File: config.mk
export PLATFORM = sky130hd
export DESIGN_NAME = tdc_word_decoder
export DESIGN_NICKNAME = d
export VERILOG_FILES = /design/src/rtl/tdc_word_decoder.sv
export SDC_FILE = /design/constraint.sdc
export NUM_CORES = 1
export LEC_CHECK = 0
export CAP_MARGIN = 20
export CORE_MARGIN = 2
export CORE_UTILIZATION = 56
export CTS_CLUSTER_DIAMETER = 120
export DETAILED_ROUTE_END_ITERATION = 8
export HOLD_SLACK_MARGIN = 0.02
export PLACE_DENSITY = 0.84
export SLEW_MARGIN = 25
export SYNTH_ARGS = -nofsm -noshare
export SYNTH_HDL_FRONTEND = slang
export SYNTH_SLANG_ARGS = --single-unit
File: constraint.sdc
create_clock -name clk -period 8.19 [get_ports clk]
set_clock_uncertainty 0.05 [all_clocks]
set_input_delay 1.2285 -clock clk [delete_from_list [all_inputs] [get_ports clk]]
set_output_delay 1.2285 -clock clk [all_outputs]
set_load 0.005 [all_outputs]
File: src/rtl/tdc_word_decoder.sv
// TDC back end: samples ripple count and thermometer phase each FREF edge and
// produces tdc_word, ckv_delta and a frequency-window flag. Optional TDC_BUBBLE_CORR_EN.
module tdc_word_decoder #(
    parameter int WARMUP_CYCLES = 4,
    parameter int DELTA_TOL     = 2
) (
    input  logic        clk,
    input  logic        rst_n,
    input  logic        en,
    input  logic [6:0]  ripple_count,
    input  logic [15:0] phase,
    input  logic [6:0]  fcw_int,
    output logic [11:0] tdc_word,
    output logic        tdc_valid,
    output logic [6:0]  ckv_delta,
    output logic        freq_ok,
    output logic        therm_sat
);

    localparam int CW = $clog2(WARMUP_CYCLES + 1);

    typedef enum logic [1:0] {IDLE, WARMUP, RUN} state_t;

    state_t        state, state_nxt;
    logic [CW-1:0] cnt, cnt_nxt;

    // S1 registers
    logic [6:0]  r1, r1_prev;
    logic [15:0] p1;
    logic        tag1;
    // S2 registers
    logic [6:0]  r2, d2;
    logic [4:0]  n2;
    logic        tag2;

    logic [15:0] taps;
    logic [4:0]  n_c;
    logic [4:0]  frac_c;
    logic [6:0]  diff_c, mag_c;

    // NOTE: every always_comb output gets a default first so no path can infer a latch.
    always_comb begin
        state_nxt = state;
        cnt_nxt   = cnt;
        if (!en) begin
            state_nxt = IDLE;
            cnt_nxt   = '0;
        end else begin
            case (state)
                IDLE: begin
                    state_nxt = WARMUP;
                    cnt_nxt   = '0;
                end
                WARMUP: begin
                    if (cnt == CW'(WARMUP_CYCLES - 1)) begin
                        state_nxt = RUN;
                        cnt_nxt   = '0;
                    end else begin
                        cnt_nxt = cnt + 1'b1;
                    end
                end
                RUN:     state_nxt = RUN;
                default: state_nxt = IDLE;
            endcase
        end
    end

    // NOTE: all sequential state uses non-blocking assignments so every register samples pre-edge values.
    always_ff @(posedge clk or negedge rst_n) begin
        if (!rst_n) begin
            state <= IDLE;
            cnt   <= '0;
        end else begin
            state <= state_nxt;
            cnt   <= cnt_nxt;
        end
    end

    // Bubble correction uses p[-1]=1 and p[16]=0 as the fixed ends of the line.
    always_comb begin
        taps = p1;
`ifdef TDC_BUBBLE_CORR_EN
        for (int i = 0; i < 16; i++) begin
            logic a, b, c;
            a = (i == 0)  ? 1'b1 : p1[i-1];
            b = p1[i];
            c = (i == 15) ? 1'b0 : p1[i+1];
            taps[i] = (a & b) | (a & c) | (b & c);
        end
`endif
        n_c = '0;
        for (int i = 0; i < 16; i++) begin
            n_c = n_c + 5'(taps[i]);
        end
    end

    always_comb begin
        frac_c = (n2 == 5'd16) ? 5'd31 : {n2[3:0], 1'b0};
        diff_c = d2 - fcw_int;
        mag_c  = diff_c[6] ? (7'd0 - diff_c) : diff_c;
    end

    always_ff @(posedge clk or negedge rst_n) begin
        if (!rst_n) begin
            r1        <= '0;
            r1_prev   <= '0;
            p1        <= '0;
            tag1      <= 1'b0;
            r2        <= '0;
            d2        <= '0;
            n2        <= '0;
            tag2      <= 1'b0;
            tdc_word  <= '0;
            tdc_valid <= 1'b0;
            ckv_delta <= '0;
            freq_ok   <= 1'b0;
            therm_sat <= 1'b0;
        end else begin
            r1        <= ripple_count;
            r1_prev   <= r1;
            p1        <= phase;
            tag1      <= (state == RUN);

            r2        <= r1;
            d2        <= r1 - r1_prev;
            n2        <= n_c;
            tag2      <= tag1;

            tdc_word  <= {r2, frac_c};
            tdc_valid <= tag2;
            ckv_delta <= d2;
            freq_ok   <= tag2 & (mag_c <= 7'(DELTA_TOL));
            therm_sat <= (n2 == 5'd16);
        end
    end

endmodule

==> results of run 1 <==
==> synthesized netlist by cell type, types with 2 or more instances <==
cell type	instances
a21o_1	4
nor3_1	2
and3_1	2
mux2i_1	2
nor2_1	11
nor2b_1	6
nand2_1	6
xor2_1	5
xnor2_1	7
o21ai_0	4
fa_1	12
nand3b_1	2
nand2b_1	5
o21a_1	4
inv_1	38
or2_2	4
dfrtp_1	70
ha_1	22
nor4_1	2
a21oi_1	11
==> path summary, 6_finish.rpt <==
path                            startpoint                endpoint  slack (ps)  cells past startpoint
max                        p1[0]$_DFF_PN0_         n2[3]$_DFF_PN0_        4760                     10
min                         tag1$_DFF_PN0_          tag2$_DFF_PN0_         310                      0
max reg2reg                p1[0]$_DFF_PN0_         n2[3]$_DFF_PN0_        4760                     10
min reg2reg                 tag1$_DFF_PN0_          tag2$_DFF_PN0_         310                      0
max in group asynchronous            rst_n  ckv_delta[4]$_DFF_PN0_        6500                      2
min in group asynchronous            rst_n         r1[0]$_DFF_PN0_        1030                      2
==> kinds of logic after synthesis <==
family,Yosys count
DFF,70
and+or+nand+nor,46
buffers and inverters,39
adders and majority gates,34
AOI/OAI and AO/OA,31
xor gates and xnor gates,12
muxes,2
==> stage by stage <==
| stage | total power [uW] | cells |
|---|---|---|
| 2_1_floorplan | 635 | 234 |
| 3_3_place_gp | 725 | 358 |
| 3_5_place_dp | 752 | 358 |
| 4_1_cts | 1010 | 374 |
| 5_1_grt | 1070 | 374 |
| 6_report | 998 | 374 |
==> power groups by stage <==
stage	Sequential, uW	Combinational, uW	Clock [uW]
after floorplan	429	206	0
after global placement	430	296	0
after detailed placement	433	319	0
after CTS	426	322	260
after global routing	432	362	273
final	426	319	252
==> flip-flops by register name (all words and copies together) (netlist names) <==
name / cells
freq_ok: 1
tag1: 1
state: 2
r2: 7
ckv_delta: 7
p1: 16
tdc_valid: 1
tdc_word: 12
tag2: 1
d2: 7
n2: 5
cnt: 3
r1: 7
==> layout make-up <==
class                   count  area [um^2]  share of cell area [%]
clock buffers              13          169                    4.43
clock inverters             3         17.5                   0.460
inverters                  38          143                    3.75
multi-input cells         125         1100                    28.8
flip-flops and latches     70         1750                    46.0
well taps                  70         87.6                    2.30
repair buffers             55          543                    14.3
==> routing by layer <==
metal	track usage, %	wire (um)	share of wire [%]	vias up
met1	21.6	2100	42	874
met2	32.9	2640	53	61
li1	-	-	-	877
met4	7.86	97	1.9	0
met3	4.71	186	3.7	9
met5	0	0	0	-
==> worst max-delay path: stages (launching register included) <==
cell     delay [ps]
dfrtp_1         380
fa_1            530
inv_1            50
fa_1            410
fa_1            490
fa_1            610
inv_1            70
ha_1            290
a21o_1          170
a21oi_1         170
xnor2_1         140
==> flow_summary.ini, run 1 <==
[final_layout]
fin_util_pct = 74.1
syn2layout_area_growth_pct = 27.0
final_cell_mix = dfrtp_1, clkdlybuf4s50_1, inv_1
fillers = 376
final_common_cell = dfrtp_1
layout-drive-gt1-share_pct = 7.57
layout.nets = 366
fin_area_mm2 = 0.00381
antenna_cells = 0

[timing]
finalCriticalPeriod_ps = 3430
fin_ws_ps = 4760
fmax_mhz = 291
slew_viol_final = 0
tns_ps = 0
period_share_pct = 41.9
fin_hold_ws_ps = 310
setup_viol = 0
slew_headroom_pct = 43.2
finalHoldViolCount = 0
worst_slew_pin_slew_ps = 851
rsz0062_at_grt = no

[route]
firstDrtPassIters = 5
ant_nets = 0
drt_iter0_markers = 90
vias_per_cell = 4.87
drc_errors = 0
via_count = 1821
wirelength_um = 5030
wl_per_cell_um = 13.4

[power_and_ir_drop]
ir_drop_mv = 0.193
switchingPower_uw = 300
leakagePower_uw = 0.00182
intPower_uw = 698
p_sw_share_pct = 30.1
powerDensity_mw_per_mm2 = 262
p_seq_share_pct = 42.7
clkPwrFrac_pct = 25.3
p_comb_share_pct = 32.0

[clock_tree]
htree_num_levels = 3
cts_tree = done
cts_hold_buf = 0
clk_pin_slew_ps = 70
root_buffer = clkbuf_8
cts.path.max_buffers = 2
postCtsResizedCells = 0
clk_latency_ps = 330
cts_buffers = 9
cts_num_sinks = 70
cts_setup_buffers = 0

[yosys]
synth_top_area_share_pct = 58.4
ys_types = 35
syn_area_mm2 = 0.00300
yosys.area_share.simple_pct = 8.51
synth-edff-count = 0
synth_flop_cell = dfrtp_1
synth_xor_area_share_pct = 3.50
syn-instance-count = 234
yosys-mux-area-fraction_pct = 0.668
synth_area_leaders = dfrtp_1, ha_1, fa_1, inv_1, xnor2_1
synth_adder_area_share_pct = 17.2
ys_ff_latch = 70
synth_compound_area_share_pct = 6.72
yosysWarnings = 0
syn_avg_cell_area_um2 = 12.8
async_flop_share_pct = 100
ys_seq_area_share_pct = 58.4
synth_nets = 301
yosys.area.top_type = dfrtp_1
synth_top_family_by_area = adder cells

[global_routing]
grt_pass1_wl_um = 8580
overflow = 0
antenna_found_initial = 0
grt_usage_pct = 18.7
grt_max_degree = 71
grt_pass1_vias = 1995

[floorplan]
num_rows = 26
initial_core_util_pct = 58.3
die_h_um = 77.2
die_x_um = 77.2
die_area_mm2 = 0.00596
ioPinCount = 55
coreArea_mm2 = 0.00514

[place]
gp_congestion = 0.790
hpwl_um = 3790
portBuffers = 54
placed_area_mm2 = 0.00362
dpl_worst_slack_ps = 4650

[worst_setup_path]
crit_path_end_kind = flop
critical_path_class = reg -> reg
path_max_fanout = 2
cp.required_ps = 8390
startpoint_type = flop
worstPathArrival_ps = 3640

[hold_path]
hp-class = reg -> reg

[outcome]
status = complete, no violations

[flow_run]
drv_cap = 0
(Power assumes the default switching activity.)
==> run 2: changes to the inputs <==
- CORE_UTILIZATION: 56 -> 52
- PLACE_DENSITY: 0.84 -> 0.78
- clock period: 8.19 -> 3.5 ns (I/O delays scaled with it)
==> flow_summary.ini, run 2 (synthesis gave the netlist of run 1 again) <==
[route]
drt_iter0_markers = 49
vias_per_cell = 4.84
firstDrtPassIters = 4
drc_errors = 0
ant_nets = 0
wirelength_um = 4650
wl_per_cell_um = 12.4
via_count = 1820

[hold_path]
hp-class = in -> async

[floorplan]
initial_core_util_pct = 54.1
ioPinCount = 55
coreArea_mm2 = 0.00554
num_rows = 27
die_area_mm2 = 0.00639
die_x_um = 79.9
die_h_um = 79.9

[timing]
worst_slew_pin_slew_ps = 703
period_share_pct = 97.5
fmax_mhz = 293
finalCriticalPeriod_ps = 3410
tns_ps = 0
setup_viol = 0
slew_headroom_pct = 53.2
slew_viol_final = 0
finalHoldViolCount = 0
fin_ws_ps = 86.2
rsz0062_at_grt = yes

[global_routing]
antenna_found_initial = 0
grt_usage_pct = 16.7
grt_max_degree = 35
grt_pass1_vias = 1843
overflow = 0
grt_pass1_wl_um = 7910

[final_layout]
regMostFlops = p1
layout-drive-gt1-share_pct = 8.55
regArea_mm2 = 0.00175
largest_reg_flops = 16
final_cells = 376
antenna_cells = 0
layout.nets = 368
multi_input_area_mm2 = 0.00111
final_common_cell = dfrtp_1
syn2layout_area_growth_pct = 28.0
fin_area_mm2 = 0.00384
fin_util_pct = 69.3
largestRegisters = p1 x16, tdc_word x12
final_cell_mix = dfrtp_1, clkdlybuf4s50_1, inv_1
fillers = 409

[power_and_ir_drop]
leakagePower_uw = 0.00183
powerDensity_mw_per_mm2 = 624
ir_drop_mv = 0.393

[place]
dp.cells = 361
dpl_worst_slack_ps = -9.62
portBuffers = 54
hpwl_um = 3530
placed_area_mm2 = 0.00363
gp_congestion = 0.796

[clock_tree]
cts.path.max_buffers = 2
htree_num_levels = 3
clk_latency_ps = 330
cts_tree = done
cts_num_sinks = 70
cts_buffers = 9
root_buffer = clkbuf_8
clk_pin_slew_ps = 70

[flow_run]
drv_cap = 0

[worst_setup_path]
setup.worst_path.start = p1[5]$_DFF_PN0_
worstPathArrival_ps = 3630
path_max_fanout = 2
critical_path_class = reg -> reg
rr_startpoint = p1[5]$_DFF_PN0_
startpoint_type = flop
crit_path_end_kind = flop
cp.required_ps = 3720

[outcome]
status = complete, no violations
==> run 2: path summary, 6_finish.rpt <==
| kind | endpoint | slack, ps | cells after the start |
|---|---|---|---|
| min in group clk | tag2$_DFF_PN0_ | 320 | 0 |
| min | tdc_word[5]$_DFF_PN0_ | 180 | 1 |
| max in group asynchronous | tdc_word[11]$_DFF_PN0_ | 2390 | 2 |
| min reg2reg | tag2$_DFF_PN0_ | 320 | 0 |
| max | n2[4]$_DFF_PN0_ | 90 | 11 |
| max reg2reg | n2[4]$_DFF_PN0_ | 90 | 11 |
==> run 2: metal layers <==
| layer | part of all wire (%) | up-vias | GRT usage [%] |
|---|---|---|---|
| met5 | 0 | - | 0 |
| met4 | 1.7 | 0 | 7.63 |
| met3 | 3.9 | 10 | 5.20 |
| met2 | 51 | 47 | 26.8 |
| met1 | 43 | 879 | 20.6 |
| li1 | - | 884 | - |
==> run 2: area by class of cell <==
class	count	share of cell area, %
multi-input cells	125	28.8
repair buffers	57	14.5
clock inverters	1	0.783
well taps	72	2.35
inverters	38	3.72
clock buffers	13	4.14
flip-flops and latches	70	45.6
==> run 2: critical path, cell delays in order, from the launching register on <==
cell and delay, ps:
dfrtp_1 390, fa_1 540, inv_1 50, fa_1 530, fa_1 430, fa_1 450, inv_1 80, ha_2 180
inv_2 40, fa_2 350, nor2b_1 140, o21a_1 110
==> run 2: stage by stage <==
stage	total power [uW]	hold slack [ps]
after global routing	2570	232
final	2390	185
after global placement	1700	298
after CTS	2400	204
after detailed placement	1750	302
after floorplan	1490	179
==> run 2: power by group <==
group	switching [uW]	total, uW	internal, uW
logic	370	768	399
registers	56.0	996	940
clock network	269	630	361
==> run 2: timing repair <==
action                                  CTS  global route
buffers inserted                          1             0
endpoints found under the hold margin     0             0
resized for setup                         1             3
pin swaps                                 1             2
hold buffers                              0             0
endpoints found under the setup margin    2             4
gates cloned                              0             0
==> run 3: changes to the inputs <==
- clock period: 3.5 -> 3.47 ns (I/O delays scaled with it)
==> flow_summary.ini, run 3 (synthesis gave the netlist of run 1 again) <==
[worst_setup_path]
r2r_end = n2[4]$_DFF_PN0_
critical_path_class = reg -> reg
path_max_fanout = 2
ff2ff_path_depth = 11
worstPathArrival_ps = 3680
startpoint_type = flop
cp.required_ps = 3690
crit_path_end_kind = flop
path_common_cell = fa_1
r2r_slack_ps = 9
crit_family = adder cells
path_cells = fa_1, fa_1, inv_2, fa_1, fa_1, inv_1, ha_2, inv_2, fa_2, nor2b_1, o21a_1
rr_startpoint = p1[11]$_DFF_PN0_
max_stage_delay_ps = 520
cp_slowest_cell = fa_1
critPathBufInv = 3

[clock_tree]
clk_latency_ps = 340
cts_tree = done
cts_buffers = 9
cts_num_sinks = 70
clk_pin_slew_ps = 80
root_buffer = clkbuf_8
cts.path.max_buffers = 2
htree_num_levels = 3

[power_and_ir_drop]
leakagePower_uw = 0.00184
p_seq_share_pct = 40.2
clkPwrFrac_pct = 28.3
switchingPower_uw = 718
intPower_uw = 1780
powerDensity_mw_per_mm2 = 646
p_comb_share_pct = 31.4
p_sw_share_pct = 28.8
ir_drop_mv = 0.408
power_uw = 2500

[outcome]
status = complete, no violations

[flow_run]
drv_cap = 0

[route]
vias_per_cell = 4.74
wirelength_um = 4730
firstDrtPassIters = 4
via_count = 1792
ant_nets = 0
wl_per_cell_um = 12.5
drc_errors = 0
drt_iter0_markers = 80

[floorplan]
initial_core_util_pct = 54.1
coreArea_mm2 = 0.00554
num_rows = 27
die_area_mm2 = 0.00639
die_h_um = 79.9
die_x_um = 79.9
ioPinCount = 55

[final_layout]
final_common_cell = dfrtp_1
largest_reg_flops = 16
syn2layout_area_growth_pct = 28.8
regMostFlops = p1
layout.nets = 368
largestRegisters = p1 x16, tdc_word x12
layout-drive-gt1-share_pct = 9.80
fin_util_pct = 69.7
antenna_cells = 0
final_cell_mix = dfrtp_1, clkdlybuf4s50_1, inv_1
fin_area_mm2 = 0.00386

[global_routing]
grt_pass1_wl_um = 8110
overflow = 0
antenna_found_initial = 0
grt_usage_pct = 17.4
grt_pass1_vias = 1840
grt_max_degree = 34

[timing]
rsz0062_at_grt = yes
fmax_mhz = 289
period_share_pct = 99.7
slew_headroom_pct = 52.9
worst_slew_pin_slew_ps = 707
slew_viol_final = 0
finalHoldViolCount = 0
setup_viol = 0
finalCriticalPeriod_ps = 3460
fin_hold_ws_ps = 175

[place]
portBuffers = 54
hpwl_um = 3600
placed_area_mm2 = 0.00363
gp_congestion = 0.794

[hold_path]
hp-class = in -> async
==> run 3: layout make-up <==
class / instances / area [um^2]
multi-input cells: 125 / 1110
well taps: 72 / 90.1
clock inverters: 4 / 70.1
fillers: 396 / 1680
flip-flops and latches: 70 / 1750
clock buffers: 12 / 145
inverters: 38 / 143
repair buffers: 57 / 558
==> run 3: per-layer routing <==
metal	vias to the layer above	global-route usage [%]	share of wire, %
li1	886	-	-
met1	852	21.2	44
met2	41	27.3	49
met3	13	3.96	3.8
met4	0	12.2	3.4
met5	-	0	0
==> run 3: worst max-delay path by stage <==
stage / endpoint / from / depth (start not counted)
6_report: n2[4]$_DFF_PN0_ / p1[11]$_DFF_PN0_ / 11
5_1_grt: n2[4]$_DFF_PN0_ / p1[11]$_DFF_PN0_ / 11
4_1_cts: n2[4]$_DFF_PN0_ / p1[5]$_DFF_PN0_ / 11
3_5_place_dp: n2[4]$_DFF_PN0_ / p1[5]$_DFF_PN0_ / 11
3_3_place_gp: n2[3]$_DFF_PN0_ / p1[0]$_DFF_PN0_ / 10
2_1_floorplan: n2[3]$_DFF_PN0_ / p1[0]$_DFF_PN0_ / 10
==> run 3: timing repair <==
| action | in CTS | in global routing |
|---|---|---|
| buffers inserted | 1 | 0 |
| endpoints found under the setup margin | 3 | 4 |
| pin swaps | 1 | 1 |
| hold buffers | 0 | 0 |
| resized for setup | 1 | 5 |
| cloned | 0 | 0 |
==> run 3: power groups by stage <==
| stage | logic (uW) | clock network, uW | registers (uW) |
|---|---|---|---|
| 6_report | 785 | 707 | 1000 |
| 5_1_grt | 888 | 769 | 1020 |
| 4_1_cts | 769 | 725 | 1010 |
| 3_5_place_dp | 749 | 0 | 1020 |
| 3_3_place_gp | 703 | 0 | 1020 |
| 2_1_floorplan | 487 | 0 | 1010 |
==> run 3: stage by stage <==
step | cells | setup TNS (ps) | setup WS (ps)
detailed placement | 361 | -73.7 | -46.4
finish | 378 | 0 | 9.16
floorplan | 234 | 0 | 148
CTS | 378 | 0 | 0.885
global placement | 361 | 0 | 91.4
global route | 378 | -249 | -105
==> run 3: worst register-to-register path, cell delays in order (launching register included) <==
cell and delay [ps]:
dfrtp_1 400, fa_1 520, fa_1 510, inv_2 40
fa_1 520, fa_1 440, inv_1 80, ha_2 180
inv_2 40, fa_2 350, nor2b_1 150, o21a_1 120
